<file path="config.mk">
export PLATFORM = sky130hd
export DESIGN_NAME = uart_sample_packer
export DESIGN_NICKNAME = d
export VERILOG_FILES = /design/src/rtl/sample_pkg.sv /design/src/rtl/uart_sample_packer_inter_byte_timer.sv /design/src/rtl/uart_sample_packer.sv
export SDC_FILE = /design/constraint.sdc
export NUM_CORES = 1
export LEC_CHECK = 0
export ABC_AREA = 1
export BUFFER_PORTS_ARGS = -buffer_cell sky130_fd_sc_hd__buf_2
export CAP_MARGIN = 25
export CORE_ASPECT_RATIO = 0.6
export CORE_MARGIN = 2
export CORE_UTILIZATION = 45
export CTS_CLUSTER_DIAMETER = 120
export DETAILED_ROUTE_END_ITERATION = 8
export PLACE_DENSITY = 0.65
export SLEW_MARGIN = 20
export SYNTH_ARGS = -nofsm -noshare
export SYNTH_HDL_FRONTEND = slang
export SYNTH_HIERARCHICAL = 1
export SYNTH_SLANG_ARGS = --single-unit
export TNS_END_PERCENT = 30
</file>
<file path="constraint.sdc">
create_clock -name in_clk -period 4.15 [get_ports in_clk]
set_clock_uncertainty 0.05 [all_clocks]
set_input_delay 0.2075 -clock in_clk [delete_from_list [all_inputs] [get_ports in_clk]]
set_output_delay 0.2075 -clock in_clk [all_outputs]
set_load 0.05 [all_outputs]
</file>
<file path="src/rtl/sample_pkg.sv">
// Shared definitions for the UART-byte to audio-sample packing path.
package sample_pkg;

  localparam int BPS_DEFAULT     = 24;
  localparam int TIMEOUT_DEFAULT = 4096;
  localparam int CNT_W_DEFAULT   = 16;

  // Packer control states: waiting for byte 0, gathering the rest, publishing.
  typedef enum logic [1:0] {
    ST_IDLE    = 2'd0,
    ST_COLLECT = 2'd1,
    ST_EMIT    = 2'd2
  } state_t;

  // Number of UART bytes that make up one sample.
  function automatic int nbytes(input int bps);
    return bps / 8;
  endfunction

endpackage

</file>
<file path="src/rtl/uart_sample_packer_inter_byte_timer.sv">
// Idle-cycle counter between received bytes; flags when the allowed gap is used up.
module inter_byte_timer #(
  parameter int LIMIT = 4096
) (
  input  logic in_clk,
  input  logic in_reset,
  input  logic i_clear,
  input  logic i_count,
  output logic o_expire
);

  localparam int W = (LIMIT > 1) ? $clog2(LIMIT) : 1;

  logic [W-1:0] r_count;

  // Count idle cycles; a clear always restarts the window, expiry holds the value.
  always_ff @(posedge in_clk) begin
    if (in_reset) begin
      r_count <= '0;
    end else if (i_clear) begin
      r_count <= '0;
    end else if (i_count && !o_expire) begin
      r_count <= r_count + 1'b1;
    end
  end

  assign o_expire = (r_count == W'(LIMIT - 1));

endmodule

</file>
<file path="src/rtl/uart_sample_packer.sv">
// Packs consecutive UART bytes (MSB byte first) into BPS-bit samples, with a
// one-cycle ready pulse per sample and an inter-byte timeout that drops a
// partial sample so byte alignment recovers after a lost byte.
module uart_sample_packer
  import sample_pkg::*;
#(
  parameter int BPS          = BPS_DEFAULT,
  parameter int TIMEOUT_CLKS = TIMEOUT_DEFAULT,
  parameter int CNT_W        = CNT_W_DEFAULT
) (
  input  logic             in_clk,
  input  logic             in_reset,
  input  logic             in_uart_ready,
  input  logic [7:0]       in_uart_frame,
  output logic [BPS-1:0]   out_frame,
  output logic             out_ready,
  output logic             out_timeout_err,
  output logic [CNT_W-1:0] out_sample_count
);

  localparam int NBYTES = nbytes(BPS);
  localparam int IDX_W  = $clog2(NBYTES + 1);

  if ((BPS % 8) != 0 || BPS < 8 || BPS > 32) begin : g_bad_bps
    $error("uart_sample_packer: BPS must be a multiple of 8 between 8 and 32");
  end
  if (TIMEOUT_CLKS < 2) begin : g_bad_timeout
    $error("uart_sample_packer: TIMEOUT_CLKS must be at least 2");
  end

  state_t             r_state;
  logic [IDX_W-1:0]   r_index;
  logic [BPS-1:0]     r_shift;
  logic [BPS-1:0]     r_frame;
  logic               r_ready;
  logic               r_timeout_err;
  logic [CNT_W-1:0]   r_count;

  logic               w_expire;
  logic               w_timer_clear;
  logic               w_timer_count;

  // The gap timer only runs while a sample is partially collected; any byte restarts it.
  assign w_timer_count = (r_state == ST_COLLECT);
  assign w_timer_clear = in_uart_ready || (r_state != ST_COLLECT);

  inter_byte_timer #(
    .LIMIT (TIMEOUT_CLKS)
  ) u_timer (
    .in_clk   (in_clk),
    .in_reset (in_reset),
    .i_clear  (w_timer_clear),
    .i_count  (w_timer_count),
    .o_expire (w_expire)
  );

  // Packing FSM with registered outputs; a byte beats a simultaneous timeout.
  always_ff @(posedge in_clk) begin
    if (in_reset) begin
      r_state       <= ST_IDLE;
      r_index       <= '0;
      r_shift       <= '0;
      r_frame       <= '0;
      r_ready       <= 1'b0;
      r_timeout_err <= 1'b0;
      r_count       <= '0;
    end else begin
      r_ready       <= 1'b0;
      r_timeout_err <= 1'b0;
      case (r_state)
        ST_IDLE, ST_EMIT: begin
          // NOTE: non-blocking updates mean EMIT publishes the pre-edge shift
          // register even when a new byte 0 is loaded into it on the same edge.
          if (r_state == ST_EMIT) begin
            r_frame <= r_shift;
            r_ready <= 1'b1;
            r_count <= r_count + 1'b1;
          end
          if (in_uart_ready) begin
            r_shift <= BPS'(in_uart_frame) << (BPS - 8);
            r_index <= IDX_W'(1);
            r_state <= (NBYTES == 1) ? ST_EMIT : ST_COLLECT;
          end else begin
            r_index <= '0;
            r_state <= ST_IDLE;
          end
        end
        ST_COLLECT: begin
          if (in_uart_ready) begin
            r_shift[BPS - 8 - 8 * int'(r_index) +: 8] <= in_uart_frame;
            r_index <= r_index + 1'b1;
            if (r_index == IDX_W'(NBYTES - 1)) begin
              r_state <= ST_EMIT;
            end
          end else if (w_expire) begin
            r_shift       <= '0;
            r_index       <= '0;
            r_timeout_err <= 1'b1;
            r_state       <= ST_IDLE;
          end
        end
        default: begin
          r_index <= '0;
          r_state <= ST_IDLE;
        end
      endcase
    end
  end

  assign out_frame        = r_frame;
  assign out_ready        = r_ready;
  assign out_timeout_err  = r_timeout_err;
  assign out_sample_count = r_count;

endmodule

</file>
==> Word-level counts from Yosys, hierarchy flattened <==
Cells that the tools add are included.
{ "totals": {"ff_bits": 82, "latch_bits": 0, "ram_bits": 0, "romBits": 0, "inputBits": 11, "output_inout_bits": 42, "elab_cells": 51, "n_memories": 0} }
{ "classes": {"add_sub_neg": 5, "multipliers": 0, "n_div": 0, "order_cmp": 0, "n_eq_ne": 8, "n_shift": 2, "n_mux": 14, "bitwise_logic": 2, "n_reduce_logical": 12} }
{ "op_table": {"columns": ["operator", "count"], "rows": [
  ["$mux 24", 3],
  ["$pmux 24 s2", 1],
  ["$neg 6->33", 1],
  ["$shift 8x33->24 const A", 1],
  ["$shiftx 8x33->24", 1],
  ["$bwmux 24", 1],
  ["$add 16x1->16 const B", 1],
  ["$add 12x1->12 const B", 1],
  ["$eq 12x12->1 const B", 1],
  ["$mux 2", 4],
  ["$pmux 2 s2", 2],
  ["$ne 3x3->1 const B", 2],
  ["$reduce_or 2->1", 3],
  ["$sub 5x5->6 const A", 1],
  ["$eq 2x2->1 const B", 2],
  ["$reduce_and 2->1", 2],
  ["$mux 1", 3],
  ["$reduce_and 3->1", 1],
  ["$reduce_or 3->1", 1],
  ["$add 2x1->2 const B", 1],
  ["$eq 2x1->1 const B", 1],
  ["$logic_not 2->1", 1],
  ["$ne 2x1->1 const B", 1],
  ["$ne 2x2->1 const B", 1],
  ["other kinds (5)", 6]
]} }

==> Longest topological paths before layout <==
Gate-level depths: netlist (run 1).
{ "depth": {"depth_word": 6, "depth_mapped": 13, "depth_no_buf": 13} }

==> Cells and area by module <==
Netlist (run 1), hierarchy kept.
{ "modules_own_cells": {"columns": ["module", "instances", "cells_per_inst", "area_per_inst_um2", "seq_area_each_um2"], "rows": [
  ["uart_sample_packer", 1, 383, 2969.1, 1401.3],
  ["inter_byte_timer", 1, 105, 708.2, 240.2]
]} }

==> Worst setup path before layout (run 1) <==
Ideal clock, no wire load.
{ "synth_path": {"path_kind": "reg2reg", "from": "register r_count[0] (netlist: out_sample_count[0])", "to": "register r_count[14] (netlist: out_sample_count[14])", "setup_time_ps": 117, "arrival_ps": 1577, "t_required_ps": 3983, "path_slack_ps": 2406, "stages_incl_launch_ff": 9, "path_buffers": 0, "synth_period_minus_slack_ps": 1744, "path_cell_list": "dfxtp_1 > ha_1 > nand2_1 > nor2_1 > nand3_1 > nor2_1 > nand3_1 > nand2_1 > nor2_1"} }
{ "synth_via": {"elab_chain_cells": 1} }
{ "synth_lines": {"columns": ["element", "line", "rtl"], "rows": [
  ["start, declared", "uart_sample_packer.sv:37", "logic [CNT_W-1:0] r_count;"],
  ["start signal, assigned", "uart_sample_packer.sv:77", "r_count <= r_count + 1'b1;"],
  ["$add 16x1->16", "uart_sample_packer.sv:77", null]
]} }
No other way between the ends.
A chain may end at the register's enable or synchronous reset.

==> Worst setup path in the final report (run 1) <==
{ "layout_path": {"from": "register r_state[0]", "to": "register r_count[15] (netlist: out_sample_count[15])"} }
{ "layout_via": {"elab_chain_cells": 3, "word_cells_on_any_way": 4, "cone_classes": "eq/ne: 1; reduce/logical: 3"} }
{ "layout_lines": {"columns": ["element", "line", "rtl"], "rows": [
  ["start, declared", "uart_sample_packer.sv:31", "state_t r_state;"],
  ["start signal, assigned", "uart_sample_packer.sv:82", "r_state <= (NBYTES == 1) ? ST_EMIT : ST_COLLECT;"],
  ["$eq 2x2->1 or $logic_not 2->1 (tied branches)", "uart_sample_packer.sv:70, uart_sample_packer.sv:74", null],
  ["$reduce_or 2->1", "uart_sample_packer.sv:70", "case (r_state)"],
  ["$reduce_and 2->1 (no source line) (*)", null, null]
]} }
Every way passes the cells marked *; elsewhere a longest branch is shown, timed or not.

==> results of run 1 <==
[final timing paths]
path                                                from  slack (ps)                                 to
worst max-delay path             r_state[0]$_SDFFE_PP0P_        1990  out_sample_count[15]$_SDFFE_PP0P_
worst min-delay path                    in_uart_frame[7]         120           r_shift[15]$_SDFFE_PP0P_
worst max register to register   r_state[0]$_SDFFE_PP0P_        1990  out_sample_count[15]$_SDFFE_PP0P_
worst min register to register  r_shift[11]$_SDFFE_PP0P_         410           r_shift[11]$_SDFFE_PP0P_
[sequential cells by signal, indices dropped and copies added, names as in the netlist]
register,flops
out_frame,24
r_shift,24
r_index,2
u_timer/r_count,12
out_timeout_err,1
out_sample_count,16
out_ready,1
r_state,2
[layout make-up]
type,instances,share of cell area
clock buffer,10,0.0530
clock inverter,6,0.0211
inverter,42,0.0385
multi-input combinational,349,0.416
sequential,82,0.380
tap,108,0.0313
timing repair buffer,52,0.0602
[power by group]
group	switching (mW)	internal [mW]
combinational	0.0869	0.0361
sequential	0.0104	0.801
clock	0.323	0.527
total	0.420	1.36
[synthesized netlist by cell type, types with 2 or more instances]
master / instances / area [sq um]
nand2_2: 14 / 87.6
nand3_2: 3 / 30.0
nand3b_1: 5 / 37.5
ha_1: 7 / 87.6
a21oi_2: 8 / 70.1
nand4_1: 2 / 12.5
nand2_4: 2 / 22.5
nor2_2: 3 / 18.8
clkbuf_1: 9 / 33.8
nor4_1: 2 / 12.5
inv_1: 33 / 124
nor3_1: 5 / 25.0
nand2_1: 78 / 293
xor2_1: 3 / 26.3
dfxtp_1: 82 / 1640
buf_2: 4 / 20.0
o21ai_0: 34 / 170
a21oi_1: 35 / 175
nand3_4: 2 / 35.0
nand3_1: 35 / 175
nor2_1: 96 / 360
inv_2: 6 / 22.5
nor2_4: 5 / 56.3
nor3b_1: 2 / 15.0
[per-stage QoR]
step,power [mW],cell area [sq um],util
after floorplan,0.917,3680,-
after global placement,0.947,4000,0.505
after detailed placement,0.950,4000,0.505
after CTS,1.80,4320,0.546
after global routing,1.85,4320,0.546
final,1.78,4320,0.546
[cell families after synthesis]
group           Yosys count  synth area share
buf+inv                  57            0.0650
compound gates           81             0.121
fa+ha+maj                 7            0.0238
simple gates            257             0.334
xor+xnor                  4           0.00953
flops                    82             0.446
[worst max-delay path, cell delays in order (launching register included)]
cell and delay (ps):
dfxtp_1 410, inv_2 90, nand2_2 460, clkinv_2 520
nand2_1 200, nor2_1 70, nand2_1 60, nand2_1 50
nand2_1 60, nor2_1 40
[per-layer routing]
metal / up-vias / routed length (microns)
met5: - / 0
met4: 0 / 100
met3: 11 / 686
met2: 77 / 3320
met1: 1478 / 4360
li1: 1675 / -
==> flow_metrics.env, run 1 <==
export IMPL_status="completed"
export IMPL_power_density_nw_per_um2=413
export IMPL_finalNetCount=554
export IMPL_synth_flop_cell="dfxtp_1"
export IMPL_die_w_microns=121
export IMPL_hold_ws_ps=117
export IMPL_dp_hpwl_microns=5970
export IMPL_cts_root_buffer="clkbuf_16"
export IMPL_io_pins=53
export IMPL_holdPathStages=3
export IMPL_r2r_cells=9
export IMPL_syn_area_sq_um=3680
export IMPL_drc_errors=0
export IMPL_gp_congestion=0.855
export IMPL_viasPerCell=4.99
export IMPL_area_growth_pct=17.5
export IMPL_async_flop_share=0
export IMPL_setup_tns_ps=0
export IMPL_ys_seq_area_frac=0.446
export IMPL_vias=3241
export IMPL_setup_violations=0
export IMPL_fin_crit_sh=0.520
export IMPL_path_clk_slew_ps=60
export IMPL_met1_usage=0.299
export IMPL_dieHeight_microns=74.0
export IMPL_ant_nets=0
export IMPL_netlist_instances=488
export IMPL_start_util=0.465
export IMPL_worst_slack_ps=1990
export IMPL_rows=25
export IMPL_drive_above_1_share=0.214
export IMPL_grt_use_met3=0.0660
export IMPL_clock_fmax_ghz=0.464
export IMPL_path_max_fanout=34
export IMPL_cts_inserted_buffers=9
export IMPL_dr_pass1_iters=5
export IMPL_synthesis_nets=506
export IMPL_crit_required_ps=4310
export IMPL_first_iter_violations=271
export IMPL_cts_resized=0
export IMPL_core_area_sq_um=7910
export IMPL_hold_path_class="input pin to flip-flop"
export IMPL_ir_drop_uv=219
export IMPL_grt_util_all_layers=0.203
export IMPL_crit_arrival_ps=2320
export IMPL_ys_ff_latch=82
export IMPL_dpl_cell_count=633
export IMPL_cts_tree="done"
export IMPL_synth_warnings=6
export IMPL_cts_num_sinks=82
export IMPL_pre_cts_ws_ps=1790
export IMPL_start_kind="flip-flop"
export IMPL_io_buffer_count=52
export IMPL_ctsLongestPathBuffers=2
export IMPL_final_cells=649
export IMPL_htreeDepth=3
export IMPL_synth_enable_flop_cells=0
export IMPL_crit_type="flip-flop to flip-flop"
export IMPL_rsz0062_at_grt="no"
export IMPL_clkLatencyLatePin_ps=350
export IMPL_grt_pass1_vias=2848
export IMPL_postCtsHoldBufs=0
export IMPL_synth_cell_types=37
export IMPL_register_area_sq_um=1640
export IMPL_final_cell_mix="96 x nor2_1, 82 x dfxtp_1, 78 x nand2_1, 52 x buf_2"
export IMPL_antenna_found_initial=0
export IMPL_grt_most_used_layer="met1"
export IMPL_worst_slew_margin_rel=0.350
export IMPL_grt_max_degree=38
export IMPL_maxSlewViolCount=0
export IMPL_avgSynthCellArea_sq_um=7.54
export IMPL_grt_use_met2=0.280
export IMPL_fillers=766
export IMPL_diodes=0
export IMPL_p_leak_nw=1.74
export IMPL_drv_cap=0
export IMPL_cts_setup_buffers=0
export IMPL_min_period_ps=2160
export IMPL_layout_commonest_cell="nor2_1"
export IMPL_worstMarginPinSlew_ps=969
export IMPL_die_area_sq_um=8930
export IMPL_hold_viol_final=0
export IMPL_grt_ovfl_total=0
export IMPL_drt_total_wl_microns=8460
export IMPL_grt_pass1_wl_microns=13900
export IMPL_multiInputGateArea_sq_um=1800
export IMPL_end_kind="flip-flop"
export IMPL_wl_per_cell_microns=13.0
Power figures use the tool's default switching activity.
==> run 2, diff against run 1 <==
Settings changed: PLACE_DENSITY 0.65 to 0.68.
Clock period 4.15 ns to 1.9 ns, I/O delays scaled along.
==> run 2 against run 1 <==
Against the previous run: highest routed layer unchanged; critical endpoint is now r_shift[22]$_SDFFE_PP0P_; flip-flop and latch count unchanged; utilization up 0.98 points; sequential share of layout area down 0.58 points; largest power group unchanged; power up 120%.
==> flow_metrics.env, run 2 (same netlist as run 1, synthesis figures left out) <==
export IMPL_status="completed"
export IMPL_viasPerCell=4.92
export IMPL_htreeDepth=3
export IMPL_core_area_sq_um=7910
export IMPL_cts_inserted_buffers=9
export IMPL_multiInputGateArea_sq_um=1800
export IMPL_hold_path_class="input pin to flip-flop"
export IMPL_holdPathStages=3
export IMPL_r2r_cells=12
export IMPL_diodes=0
export IMPL_crit_required_ps=2130
export IMPL_path_clk_slew_ps=60
export IMPL_drv_cap=0
export IMPL_total_power_mw=3.90
export IMPL_grt_util_all_layers=0.202
export IMPL_ctsLongestPathBuffers=2
export IMPL_io_buffer_count=52
export IMPL_first_iter_violations=183
export IMPL_vias=3233
export IMPL_timing_rr_start="u_timer/r_count[8]$_SDFFE_PP0P_"
export IMPL_worstMarginPinSlew_ps=423
export IMPL_drt_total_wl_microns=8480
export IMPL_min_to="r_shift[5]$_SDFFE_PP0P_"
export IMPL_path_max_fanout=9
export IMPL_area_growth_pct=19.6
export IMPL_antenna_found_initial=0
export IMPL_crit_buf_inv=2
export IMPL_pre_cts_ws_ps=44.5
export IMPL_hold_ws_ps=24.4
export IMPL_die_w_microns=121
export IMPL_hp_start="in_uart_frame[5]"
export IMPL_io_pins=53
export IMPL_final_util=0.556
export IMPL_layout_commonest_cell="nor2_1"
export IMPL_drc_errors=0
export IMPL_dieHeight_microns=74.0
export IMPL_register_area_sq_um=1650
export IMPL_finalNetCount=563
export IMPL_cpMaxStageDelayCell="dfxtp_1"
export IMPL_end_kind="flip-flop"
export IMPL_cp_top_family="simple AND/OR/NAND/NOR gates"
export IMPL_die_area_sq_um=8930
export IMPL_r2r_end="r_shift[22]$_SDFFE_PP0P_"
export IMPL_cts_root_buffer="clkbuf_16"
export IMPL_maxSlewViolCount=0
export IMPL_fin_crit_sh=0.919
export IMPL_wl_per_cell_microns=12.9
export IMPL_rsz0062_at_grt="yes"
export IMPL_clock_fmax_ghz=0.572
export IMPL_crit_type="flip-flop to flip-flop"
export IMPL_gp_congestion=0.838
export IMPL_crit_arrival_ps=1970
export IMPL_setup_violations=0
export IMPL_path_cells="nand2_1 -> nor2_4 -> nand2_1 -> inv_1 -> nand2_1 -> inv_1 -> nor2_1 -> nand2_4 -> nand2_4 -> nor2_8 -> nand3_1 -> a21oi_2"
export IMPL_start_kind="flip-flop"
export IMPL_dr_pass1_iters=5
export IMPL_rows=25
export IMPL_grt_max_degree=35
export IMPL_worst_slew_margin_rel=0.718
export IMPL_grt_pass1_wl_microns=13900
export IMPL_hold_viol_final=0
export IMPL_clkLatencyLatePin_ps=340
export IMPL_ir_drop_uv=422
export IMPL_ant_nets=0
export IMPL_regToRegSetupSlack_ps=150
export IMPL_grt_pass1_vias=2844
export IMPL_power_density_nw_per_um2=887
export IMPL_fillers=768
export IMPL_final_cell_mix="96 x nor2_1, 79 x dfxtp_1, 77 x nand2_1, 52 x buf_2, 35 x nand3_1"
export IMPL_min_period_ps=1750
export IMPL_startpoint="u_timer/r_count[8]$_SDFFE_PP0P_"
export IMPL_slowest_delay_ps=380
export IMPL_drive_above_1_share=0.235
export IMPL_worst_slack_ps=153
export IMPL_p_leak_nw=1.80
export IMPL_grt_ovfl_total=0
export IMPL_cts_num_sinks=82
export IMPL_cpMostUsedCell="nand2_1"
export IMPL_start_util=0.465
export IMPL_cts_tree="done"
export IMPL_dp_hpwl_microns=6050
-- run 2: cell count changes in the layout (fill, tap and decap cells not counted) --
cell           before  now
nand2_2            14   15
clkbuf_8            0    1
clkinvlp_4          3    0
clkinv_2            1    3
a21oi_1            35   34
dlygate4sd3_1       0    1
clkbuf_1            1    0
a21oi_2             8    9
buf_4               0    8
dfxtp_2             0    3
nand2_1            78   77
dfxtp_1            82   79
-- run 2: cell type report --
class / instances / share of cell area
Multi-Input combinational cell: 349 / 0.410
Sequential cell: 82 / 0.374
Timing Repair Buffer: 61 / 0.0751
Clock buffer: 10 / 0.0543
Inverter: 42 / 0.0378
Tap cell: 108 / 0.0307
Clock inverter: 5 / 0.0179
-- run 2: worst max-delay path by stage --
stage / endpoint / slack [ps] / cells past startpoint
6_report: r_shift[22]$_SDFFE_PP0P_ / 150 / 12
5_1_grt: r_shift[22]$_SDFFE_PP0P_ / -4 / 12
3_3_place_gp: r_shift[0]$_SDFFE_PP0P_ / 140 / 11
4_1_cts: r_shift[1]$_SDFFE_PP0P_ / 10 / 11
2_1_floorplan: out_sample_count[14]$_SDFFE_PP0P_ / 160 / 8
3_5_place_dp: r_shift[1]$_SDFFE_PP0P_ / 40 / 11
-- run 2: repair_timing --
action                     4_1_cts  5_1_grt
resized for setup                0        5
buffers inserted                 0        0
hold buffers                     1        0
hold endpoints to repair         1        0
setup endpoints to repair        0       17
-- run 2: power breakdown --
part	switching, mW	total, mW	internal, mW
Combinational	0.187	0.276	0.0891
Sequential	0.0232	1.77	1.75
Clock	0.676	1.85	1.18
Total	0.887	3.90	3.01
-- run 2: worst register-to-register path: stages, from the launching register on --
cell	delay (ps)
dfxtp_1	380
nand2_1	100
nor2_4	160
nand2_1	120
inv_1	70
nand2_1	40
inv_1	60
nor2_1	60
nand2_4	110
nand2_4	80
nor2_8	180
nand3_1	140
a21oi_2	130
-- run 2: stage by stage --
step | setup TNS [ps] | cell area, sq um | std cells
final | 0 | 4400 | 657
after global routing | -5.14 | 4400 | 657
after CTS | 0 | 4390 | 657
after detailed placement | 0 | 4060 | 641
after global placement | 0 | 4060 | 641
after floorplan | 0 | 3680 | 488
-- run 2: metal layers --
layer  wire, microns  GRT usage
met1            4360      0.293
met4              88     0.0504
met3             564     0.0744
met2            3470      0.284
met5               0          0
